`src/rtl/ps2_pkg.sv`:
```
// Shared PS/2 receive definitions: frame FSM states, frame bit positions and common scancodes.
package ps2_pkg;

    typedef enum logic [1:0] {
        IDLE   = 2'd0,
        DATA   = 2'd1,
        PARITY = 2'd2,
        STOP   = 2'd3
    } ps2_rx_state_t;

    localparam int unsigned START_BIT    = 0;
    localparam int unsigned DATA_LSB_BIT = 1;
    localparam int unsigned DATA_MSB_BIT = 8;
    localparam int unsigned PARITY_BIT   = 9;
    localparam int unsigned STOP_BIT     = 10;
    localparam int unsigned FRAME_BITS   = STOP_BIT + 1;
    localparam int unsigned DATA_BITS    = DATA_MSB_BIT - DATA_LSB_BIT + 1;

    localparam logic [7:0] KEY_RELEASE = 8'hF0;

endpackage

```
`src/rtl/ps2_filter.sv`:
```
// Two-flop synchronizer plus saturating glitch filter for one PS/2 line.
// level_o resets to 1; fall_o pulses in the cycle level_o first reads 0.
module ps2_filter #(
    parameter int unsigned FILTER_LEN = 8
) (
    input  logic clk_i,
    input  logic reset_ni,
    input  logic line_i,
    output logic level_o,
    output logic fall_o
);

    localparam int unsigned CNT_W = $clog2(FILTER_LEN + 1);

    logic [1:0]       sync_q;
    logic             level_q, level_d;
    logic             fall_q, fall_d;
    logic [CNT_W-1:0] cnt_q, cnt_d;

    // Count consecutive synchronized samples that disagree with the filtered level.
    always_comb begin
        level_d = level_q;
        fall_d  = 1'b0;
        cnt_d   = '0;
        if (sync_q[1] != level_q) begin
            if (cnt_q == CNT_W'(FILTER_LEN - 1)) begin
                level_d = sync_q[1];
                fall_d  = level_q;
            end else begin
                cnt_d = cnt_q + CNT_W'(1);
            end
        end
    end

    always_ff @(posedge clk_i) begin
        if (!reset_ni) begin
            sync_q  <= 2'b11;
            level_q <= 1'b1;
            fall_q  <= 1'b0;
            cnt_q   <= '0;
        end else begin
            sync_q  <= {sync_q[0], line_i};
            level_q <= level_d;
            fall_q  <= fall_d;
            cnt_q   <= cnt_d;
        end
    end

    assign level_o = level_q;
    assign fall_o  = fall_q;

endmodule

```
`src/rtl/ps2_rx.sv`:
```
// PS/2 frame receiver: filters the pins, deserializes and checks frames, buffers scancodes.
// Define PS2_RX_FIFO_EN for a FIFO_DEPTH-entry FIFO; otherwise a single holding register.
module ps2_rx
    import ps2_pkg::*;
#(
    parameter int unsigned FILTER_LEN     = 8,
    parameter int unsigned TIMEOUT_CYCLES = 10000,
    parameter int unsigned FIFO_DEPTH     = 8
) (
    input  logic       clk_i,
    input  logic       reset_ni,
    input  logic       ps2_clk_i,
    input  logic       ps2_data_i,
    output logic [7:0] data_o,
    output logic       valid_o,
    input  logic       ready_i,
    output logic       parity_err_o,
    output logic       frame_err_o,
    output logic       overflow_o
);

    localparam int unsigned TMO_W = $clog2(TIMEOUT_CYCLES + 1);
    localparam int unsigned BIT_W = $clog2(DATA_BITS);

    logic clk_fall, data_lvl, clk_lvl_unused, data_fall_unused;

    ps2_filter #(.FILTER_LEN(FILTER_LEN)) u_clk_filt (
        .clk_i   (clk_i),
        .reset_ni(reset_ni),
        .line_i  (ps2_clk_i),
        .level_o (clk_lvl_unused),
        .fall_o  (clk_fall)
    );

    ps2_filter #(.FILTER_LEN(FILTER_LEN)) u_data_filt (
        .clk_i   (clk_i),
        .reset_ni(reset_ni),
        .line_i  (ps2_data_i),
        .level_o (data_lvl),
        .fall_o  (data_fall_unused)
    );

    ps2_rx_state_t    state_q, state_d;
    logic [BIT_W-1:0] bit_cnt_q, bit_cnt_d;
    logic [7:0]       shift_q, shift_d;
    logic             par_ok_q, par_ok_d;
    logic [TMO_W-1:0] tmo_q, tmo_d;
    logic             perr_q, perr_d, ferr_q, ferr_d, ovf_q, ovf_d;
    logic             commit_c;

    // Frame FSM: advances on filtered clock falls only, except for the inter-edge timeout.
    always_comb begin
        state_d   = state_q;
        bit_cnt_d = bit_cnt_q;
        shift_d   = shift_q;
        par_ok_d  = par_ok_q;
        tmo_d     = (state_q == IDLE) ? '0 : tmo_q + TMO_W'(1);
        perr_d    = 1'b0;
        ferr_d    = 1'b0;
        commit_c  = 1'b0;
        if (clk_fall) begin
            tmo_d = '0;
            unique case (state_q)
                IDLE: begin
                    if (!data_lvl) begin
                        state_d   = DATA;
                        bit_cnt_d = '0;
                    end
                end
                DATA: begin
                    shift_d[bit_cnt_q] = data_lvl;
                    bit_cnt_d          = bit_cnt_q + BIT_W'(1);
                    if (bit_cnt_q == BIT_W'(DATA_BITS - 1)) state_d = PARITY;
                end
                PARITY: begin
                    par_ok_d = ^{shift_q, data_lvl};
                    state_d  = STOP;
                end
                STOP: begin
                    state_d = IDLE;
                    if (!data_lvl)      ferr_d   = 1'b1;
                    else if (!par_ok_q) perr_d   = 1'b1;
                    else                commit_c = 1'b1;
                end
                default: state_d = IDLE;
            endcase
        end else if (state_q != IDLE && tmo_q == TMO_W'(TIMEOUT_CYCLES - 1)) begin
            state_d = IDLE;
            ferr_d  = 1'b1;
            tmo_d   = '0;
        end
    end

    always_ff @(posedge clk_i) begin
        if (!reset_ni) begin
            state_q   <= IDLE;
            bit_cnt_q <= '0;
            shift_q   <= '0;
            par_ok_q  <= 1'b0;
            tmo_q     <= '0;
            perr_q    <= 1'b0;
            ferr_q    <= 1'b0;
            ovf_q     <= 1'b0;
        end else begin
            state_q   <= state_d;
            bit_cnt_q <= bit_cnt_d;
            shift_q   <= shift_d;
            par_ok_q  <= par_ok_d;
            tmo_q     <= tmo_d;
            perr_q    <= perr_d;
            ferr_q    <= ferr_d;
            ovf_q     <= ovf_d;
        end
    end

    assign parity_err_o = perr_q;
    assign frame_err_o  = ferr_q;
    assign overflow_o   = ovf_q;

`ifdef PS2_RX_FIFO_EN
    localparam int unsigned AW = $clog2(FIFO_DEPTH);
    localparam int unsigned PW = AW + 1;

    logic [PW-1:0] wptr_q, wptr_d, rptr_q, rptr_d;
    logic [7:0]    mem_q [FIFO_DEPTH];
    logic          empty_c, full_c, pop_c, push_c;

    assign empty_c = (wptr_q == rptr_q);
    assign full_c  = (wptr_q[AW] != rptr_q[AW]) && (wptr_q[AW-1:0] == rptr_q[AW-1:0]);
    assign pop_c   = !empty_c && ready_i;
    // A pop frees the slot the write lands in, so full-with-pop still accepts the byte.
    assign push_c  = commit_c && (!full_c || pop_c);

    always_comb begin
        wptr_d = wptr_q;
        rptr_d = rptr_q;
        ovf_d  = commit_c && !push_c;
        if (pop_c)  rptr_d = rptr_q + PW'(1);
        if (push_c) wptr_d = wptr_q + PW'(1);
    end

    always_ff @(posedge clk_i) begin
        if (!reset_ni) begin
            wptr_q <= '0;
            rptr_q <= '0;
            for (int i = 0; i < int'(FIFO_DEPTH); i++) mem_q[i] <= '0;
        end else begin
            wptr_q <= wptr_d;
            rptr_q <= rptr_d;
            if (push_c) mem_q[wptr_q[AW-1:0]] <= shift_q;
        end
    end

    assign data_o  = mem_q[rptr_q[AW-1:0]];
    assign valid_o = !empty_c;
`else
    logic [7:0] hold_q, hold_d;
    logic       valid_q, valid_d;
    logic       pop_c;
    logic       unused_depth;

    assign unused_depth = ^FIFO_DEPTH;
    assign pop_c        = valid_q && ready_i;

    always_comb begin
        hold_d  = hold_q;
        valid_d = valid_q && !pop_c;
        ovf_d   = 1'b0;
        if (commit_c) begin
            if (!valid_q || pop_c) begin
                hold_d  = shift_q;
                valid_d = 1'b1;
            end else begin
                ovf_d = 1'b1;
            end
        end
    end

    always_ff @(posedge clk_i) begin
        if (!reset_ni) begin
            hold_q  <= '0;
            valid_q <= 1'b0;
        end else begin
            hold_q  <= hold_d;
            valid_q <= valid_d;
        end
    end

    assign data_o  = hold_q;
    assign valid_o = valid_q;
`endif

endmodule

```
`config.mk`:
```
export PLATFORM = sky130hd
export DESIGN_NAME = ps2_rx
export DESIGN_NICKNAME = d
export VERILOG_FILES = /design/src/rtl/ps2_pkg.sv /design/src/rtl/ps2_filter.sv /design/src/rtl/ps2_rx.sv
export SDC_FILE = /design/constraint.sdc
export NUM_CORES = 1
export LEC_CHECK = 0
export BUFFER_PORTS_ARGS = -buffer_cell sky130_fd_sc_hd__buf_4
export CORE_ASPECT_RATIO = 1.2
export CORE_MARGIN = 8
export CORE_UTILIZATION = 59
export CTS_CLUSTER_SIZE = 20
export DETAILED_ROUTE_END_ITERATION = 16
export PLACE_DENSITY = 0.75
export SYNTH_ARGS = -nofsm -noshare
export SYNTH_HDL_FRONTEND = slang
export SYNTH_HIERARCHICAL = 1
export SYNTH_SLANG_ARGS = --single-unit
```
`constraint.sdc`:
```
create_clock -name clk_i -period 2.75 [get_ports clk_i]
set_clock_uncertainty 0.15 [all_clocks]
set_input_delay 0 -clock clk_i [delete_from_list [all_inputs] [get_ports clk_i]]
set_output_delay 0 -clock clk_i [all_outputs]
set_load 0.05 [all_outputs]
```
==> results of run 1 <==
[path summary, 6_finish.rpt]
path,cells past startpoint,to,startpoint,slack (ns)
setup / recovery,4,state_q[0],tmo_q[6],0.65
hold reg to reg,1,u_clk_filt/sync_q[1],u_clk_filt/sync_q[0],0.26
hold / removal,1,u_clk_filt/sync_q[1],u_clk_filt/sync_q[0],0.26
setup reg to reg,4,state_q[0],tmo_q[6],0.65
[stage by stage]
step	setup WS [ns]	std cells
after floorplan	0.817	258
after CTS	0.654	336
after detailed placement	0.735	322
final	0.651	336
after global placement	0.756	322
after global routing	0.530	336
[sequential cells by signal, indices dropped and copies added (netlist names)]
| register | flops |
|---|---|
| u_data_filt/cnt_q | 4 |
| u_data_filt/sync_q | 2 |
| tmo_q | 14 |
| frame_err_o | 1 |
| par_ok_q | 1 |
| state_q | 2 |
| u_clk_filt/fall_o | 1 |
| u_clk_filt/level_o | 1 |
| u_clk_filt/cnt_q | 4 |
| overflow_o | 1 |
| valid_o | 1 |
| bit_cnt_q | 3 |
| data_o | 8 |
| u_data_filt/level_o | 1 |
| parity_err_o | 1 |
| u_clk_filt/sync_q | 2 |
| shift_q | 8 |
[critical path, delay by kind of cell, from the launching register on]
family / cells / cell delay (ns)
and+or+nand+nor: 2 / 1.04
DFF: 1 / 0.37
AOI/OAI and AO/OA: 2 / 0.40
[cell usage in the layout (no fill, tap or decap), drive strengths merged, types with 3 or more instances in the layout]
cell type,n
nand2,17
ha,9
nor3,5
xnor2,9
mux2i,13
inv,8
nand2b,7
nor2,33
a21boi,4
or3,3
nand3b,4
o21ai,10
nand4,3
a21oi,11
dlygate4sd3,6
buf,17
nor2b,7
dfxtp,55
clkbuf,5
nand3,12
xor2,12
and2,3
and3,7
[repair_timing]
action / CTS / global route
setup endpoints to repair: 0 / 0
endpoints found under the hold margin: 29 / 0
hold buffers: 6 / 0
[power groups by stage]
stage | registers (W) | clock network (W) | logic (W)
floorplan | 0.000819 | 0 | 0.0000105
detailed placement | 0.000820 | 0 | 0.0000200
CTS | 0.000801 | 0.000632 | 0.0000266
global placement | 0.000820 | 0 | 0.0000198
global route | 0.000802 | 0.000658 | 0.0000290
finish | 0.000801 | 0.000615 | 0.0000263
[metal layers]
layer / routed length [um] / track usage [%] / up-vias
met3: 165 / 4.32 / 11
met1: 1910 / 15.7 / 858
met4: 85 / 6.19 / 0
met5: 0 / 0 / -
met2: 2140 / 24.7 / 30
li1: - / - / 931
[area by class of cell]
| type | instances | area [um2] | share of cell area [%] |
|---|---|---|---|
| tap | 54 | 67.6 | 2.45 |
| multi-input combinational | 188 | 1230 | 44.7 |
| sequential | 55 | 1100 | 40.0 |
| inverter | 8 | 30.0 | 1.09 |
| clock buffer | 5 | 68.8 | 2.50 |
| timing repair buffer | 23 | 188 | 6.82 |
| clock inverter | 3 | 67.6 | 2.45 |
==> metrics.md, run 1 <==
| Metric | Value |
|---|---|
| Die width | 74.1 um |
| Setup bufs post-CTS | 0 |
| # rows | 25 |
| Ant. Diodes | 0 |
| Synthesized area per cell | 9.27 um2 |
| Critical path type | reg2reg |
| CTS tree | yes |
| Net count after synthesis | 272 |
| First-pass GRT wire length | 7400 um |
| Clk network pwr share | 42.6% |
| PwrDens | 524 nW/um2 |
| FILL cells | 327 |
| Crit-path max FO | 6 |
| Detailed placement HPWL | 3000 um |
| Fin util | 70.4% |
| Leakage power figure | 1.00 nW |
| Final Max Slew Viols | 0 |
| Peak Freq | 476 MHz |
| Hold crit path type | reg2reg |
| Cts bufs inserted | 5 |
| CP peak stage delay | 0.52 ns |
| Die Y | 85.8 um |
| # nets final | 295 |
| Max-cap viol count | 0 |
| Clock Tree Buf Depth | 2 |
| Final setup fails | 0 |
| Core area | 3910 um2 |
| Largest net degree at the start of global routing | 27 |
| IO buf count | 16 |
| Initial antenna violation count | 0 |
| Post-Syn Instances | 258 |
| Routed vias/inst | 5.45 |
| Io pins | 17 |
| Crit. End Element | register |
| TNS Setup | 0 ns |
| Worst slew margin | 65.0% |
| Die ar. | 6360 um2 |
| Share of layout cells above drive strength 1 | 11.3% |
| P_sw | 0.000266 W |
| Clock Sinks | 55 |
| DRT Wirelength | 4300 um |
| Peak supply drop | 0.366 mV |
| WP data required | 2.78 ns |
| Flop pwr share | 55.5% |
| DRC | 0 |
| Worst Tran Pin Value | 0.525 ns |
| Yosys warning count | 6 |
| CP max-delay cell | or4b_1 |
| Overflow after GRT | 0 |
| Final instance area | 2750 um2 |
| Worst path cell trace | or4b_1 -> or4_4 -> o311ai_1 -> a21oi_1 |
| Combinational share of power | 1.8% |
| First-pass DRT Iterations | 4 |
| Vias in the first global route | 1,730 |
| Drt first-iter violations | 87 |
| Final hold viol count | 0 |
| Switching part of the total | 18.5% |
| Critical path data arrival time | 2.13 ns |
| H-tree depth | 2 |
| Starting Density | 61.2% |
| Clk pin slew, worst setup/hold paths | 0.09 ns |
| DR vias | 1,830 |
| RSZ-0062 raised after global routing | no |
| Wire per inst | 12.8 um |
| Post-DP Area | 2560 um2 |
| Tmin final | 2.10 ns |
| Post-Syn Area | 2390 um2 |
| Clk root buf | clkbuf_8 |
| Hold Slack | 0.264 ns |
| Antenna viol nets, final | 0 |
| Later-pin clock latency in the skew report | 0.31 ns |
| Fin crit share | 76.3% |
| Outcome | completed |
| CP Launch Type | register |
| Overall routing resource usage | 14.4% |
| P_int | 0.00118 W |
| Post_cts resized | 0 |
| Area growth, synth to finish | 15.1% |
| Power Total | 0.00144 W |
| Gpl congestion | 0.811 |
Note: power is estimated with default switching activity, not from simulation.
==> run 2, diff against run 1 <==
- ABC_AREA: default -> 1
- clock period: 2.75 -> 2.1 ns (I/O delays scaled with it)
==> metrics.md, run 2 <==
| Metric | Value |
|---|---|
| First-pass GRT wire length | 8070 um (was 7400 um) |
| Die Y | 88.0 um (was 85.8 um) |
| Ant. Diodes | 0 (unchanged) |
| Later-pin clock latency in the skew report | 0.30 ns (was 0.31 ns) |
| Gpl congestion | 0.796 (was 0.811) |
| Starting Density | 60.8% (was 61.2%) |
| First-pass DRT Iterations | 4 (unchanged) |
| Post-DP Area | 2710 um2 (was 2560 um2) |
| Clk root buf | clkbuf_8 (unchanged) |
| Drt first-iter violations | 102 (was 87) |
| Peak Freq | 591 MHz |
| Final hold viol count | 0 (unchanged) |
| CP max-delay cell | dlygate4sd3_1 (was or4b_1) |
| Worst reg2reg path depth | 5 (was 4) |
| RSZ-0062 raised after global routing | no (unchanged) |
| Net count after synthesis | 356 (was 272) |
| Critical path data arrival time | 1.74 ns (was 2.13 ns) |
| CTS tree | yes (unchanged) |
| # rows | 26 (was 25) |
| Final setup fails | 0 (unchanged) |
| Tmin final | 1.69 ns |
| DR vias | 2,095 (was 1,830) |
| Outcome | completed (unchanged) |
| CP endpoint | u_data_filt/sync_q[0] (was state_q[0]) |
| Routed vias/inst | 4.94 (was 5.45) |
| Die width | 76.0 um (was 74.1 um) |
| Post_cts resized | 0 (unchanged) |
| Clock Sinks | 55 (unchanged) |
| Most flop-heavy register | tmo_q (unchanged) |
| CP peak stage delay | 0.56 ns (was 0.52 ns) |
| Initial antenna violation count | 0 (unchanged) |
| PwrDens | 578 nW/um2 (was 524 nW/um2) |
| Fin crit share | 80.6% |
| Most Frequent Cell on Critical Path | dlygate4sd3_1 |
| Wire per inst | 10.6 um (was 12.8 um) |
| # nets final | 381 (was 295) |
| Reg2reg end | tmo_q[9] (was state_q[0]) |
| Hold Slack | 0.272 ns (was 0.264 ns) |
| Most common cell after layout, fill and taps aside | nand2_1 (was dfxtp_1) |
| Share of layout cells above drive strength 1 | 13.3% (was 11.3%) |
| Crit. End Element | register (unchanged) |
| Crit-path max FO | 21 (was 6) |
| Yosys warning count | 6 (unchanged) |
| Antenna viol nets, final | 0 (unchanged) |
| Worst slew margin | 76.3% (was 65.0%) |
| CP Launch Type | input pin (was register) |
| Synthesized area per cell | 7.46 um2 (was 9.27 um2) |
| Worst flop-to-flop path startpoint | state_q[0] (was tmo_q[6]) |
| Cts bufs inserted | 5 (unchanged) |
| Core area | 4200 um2 (was 3910 um2) |
| Final instance area | 2850 um2 (was 2750 um2) |
| IO buf count | 16 (unchanged) |
| Clk pin slew, worst setup/hold paths | 0.10 ns (was 0.09 ns) |
| Area growth, synth to finish | 11.8% (was 15.1%) |
| Hold crit path type | reg2reg (unchanged) |
| Clock Tree Buf Depth | 2 (unchanged) |
| DRT Wirelength | 4480 um (was 4300 um) |
| Max-cap viol count | 0 (unchanged) |
| Vias in the first global route | 1,992 (was 1,730) |
| FILL cells | 363 (was 327) |
| Post-Syn Area | 2550 um2 (was 2390 um2) |
| Worst path cell trace | dlygate4sd3_1 -> buf_4 -> inv_1 -> or2_2 -> dlygate4sd3_1 (was or4b_1 -> or4_4 -> o311ai_1 -> a21oi_1) |
| WP data required | 2.15 ns (was 2.78 ns) |
| Post-Syn Instances | 342 (was 258) |
| H-tree depth | 2 (unchanged) |
| R2R Setup Slk | 0.49 ns (was 0.65 ns) |
| DRC | 0 (unchanged) |
| Detailed placement HPWL | 3270 um (was 3000 um) |
| Worst Tran Pin Value | 0.351 ns (was 0.525 ns) |
| Overflow after GRT | 0 (unchanged) |
| Peak supply drop | 0.522 mV (was 0.366 mV) |
| Largest net degree at the start of global routing | 22 (was 27) |
| Io pins | 17 (unchanged) |
| Critical path type | in2reg (was reg2reg) |
| Die ar. | 6690 um2 (was 6360 um2) |
| Worst setup path start | reset_ni (was tmo_q[6]) |
| Leakage power figure | 1.18 nW (was 1.00 nW) |
| Max reg flops | 14 (unchanged) |
| TNS Setup | 0 ns (unchanged) |
| Most frequent cells in the layout | nand2_1 (77), dfxtp_1 (55), inv_1 (46) (was dfxtp_1 (55), nor2_1 (32), nand2_1 (17), buf_4 (17), mux2i_1 (13)) |
| Overall routing resource usage | 14.3% (was 14.4%) |
| Final Max Slew Viols | 0 (unchanged) |
[run 2: cell types whose count changed in the layout (fill, tap and decap cells not counted), moves of 5 or more]
cell / previous run / this run
a21oi_1: 11 / 26
xnor2_1: 9 / 3
nor2_1: 32 / 39
xor2_1: 12 / 5
nand2_1: 17 / 77
mux2i_1: 13 / 0
inv_1: 8 / 46
and3_1: 5 / 0
nand3_1: 11 / 19
nand2b_1: 7 / 0
nor2b_1: 7 / 0
[run 2: layout make-up]
| class | instances | area (um2) | area share (%) |
|---|---|---|---|
| timing repair buffer | 23 | 188 | 6.58 |
| clock buffer | 5 | 68.8 | 2.41 |
| inverter | 47 | 181 | 6.37 |
| tap | 56 | 70.1 | 2.46 |
| sequential | 55 | 1100 | 38.6 |
| multi-input combinational | 235 | 1230 | 43.0 |
| clock inverter | 3 | 15.0 | 0.527 |
[run 2: metrics by stage]
step	total power [W]	util [%]	worst slack [ns]	std cells
floorplan	0.00109	-	0.574	342
global placement	0.00110	64.5	0.527	410
detailed placement	0.00110	64.5	0.499	410
CTS	0.00167	67.9	0.442	424
global route	0.00171	67.9	0.301	424
finish	0.00165	67.9	0.408	424
[run 2: report_power, final]
group          switching [W]  leakage, nW  internal [W]  total (W)
sequential        0.00000295        0.444       0.00105    0.00105
combinational      0.0000178        0.685     0.0000178  0.0000356
clock               0.000332       0.0477      0.000229   0.000561
total               0.000353         1.18       0.00129    0.00165
[run 2: repair_timing]
action,CTS,global route
endpoints found under the hold margin,23,0
hold buffers,6,0
setup buffers,0,0
[run 2: worst max-delay path: cells and delay by family]
kind | cells | cell delay (ns)
and+or+nand+nor | 1 | 0.28
buffers and inverters | 4 | 1.45
[run 2: worst min-delay path by stage]
| stage | startpoint | end | slack [ns] | cells past startpoint |
|---|---|---|---|---|
| detailed placement | ps2_clk_i | u_clk_filt/sync_q[0] | 0.04 | 2 |
| floorplan | reset_ni | u_clk_filt/level_o | -0.07 | 1 |
| finish | par_ok_q | parity_err_o | 0.27 | 1 |
| global route | par_ok_q | parity_err_o | 0.30 | 1 |
| global placement | ps2_clk_i | u_clk_filt/sync_q[0] | 0.04 | 2 |
| CTS | par_ok_q | parity_err_o | 0.27 | 1 |
[run 2: layer usage]
metal | wire (um) | share of wire (%) | track usage (%) | vias to the layer above
li1 | - | - | - | 1138
met3 | 134 | 3.0 | 3.70 | 6
met5 | 0 | 0 | 0 | -
met1 | 2170 | 48 | 15.6 | 928
met4 | 65 | 1.5 | 5.89 | 0
met2 | 2110 | 47 | 26.0 | 23
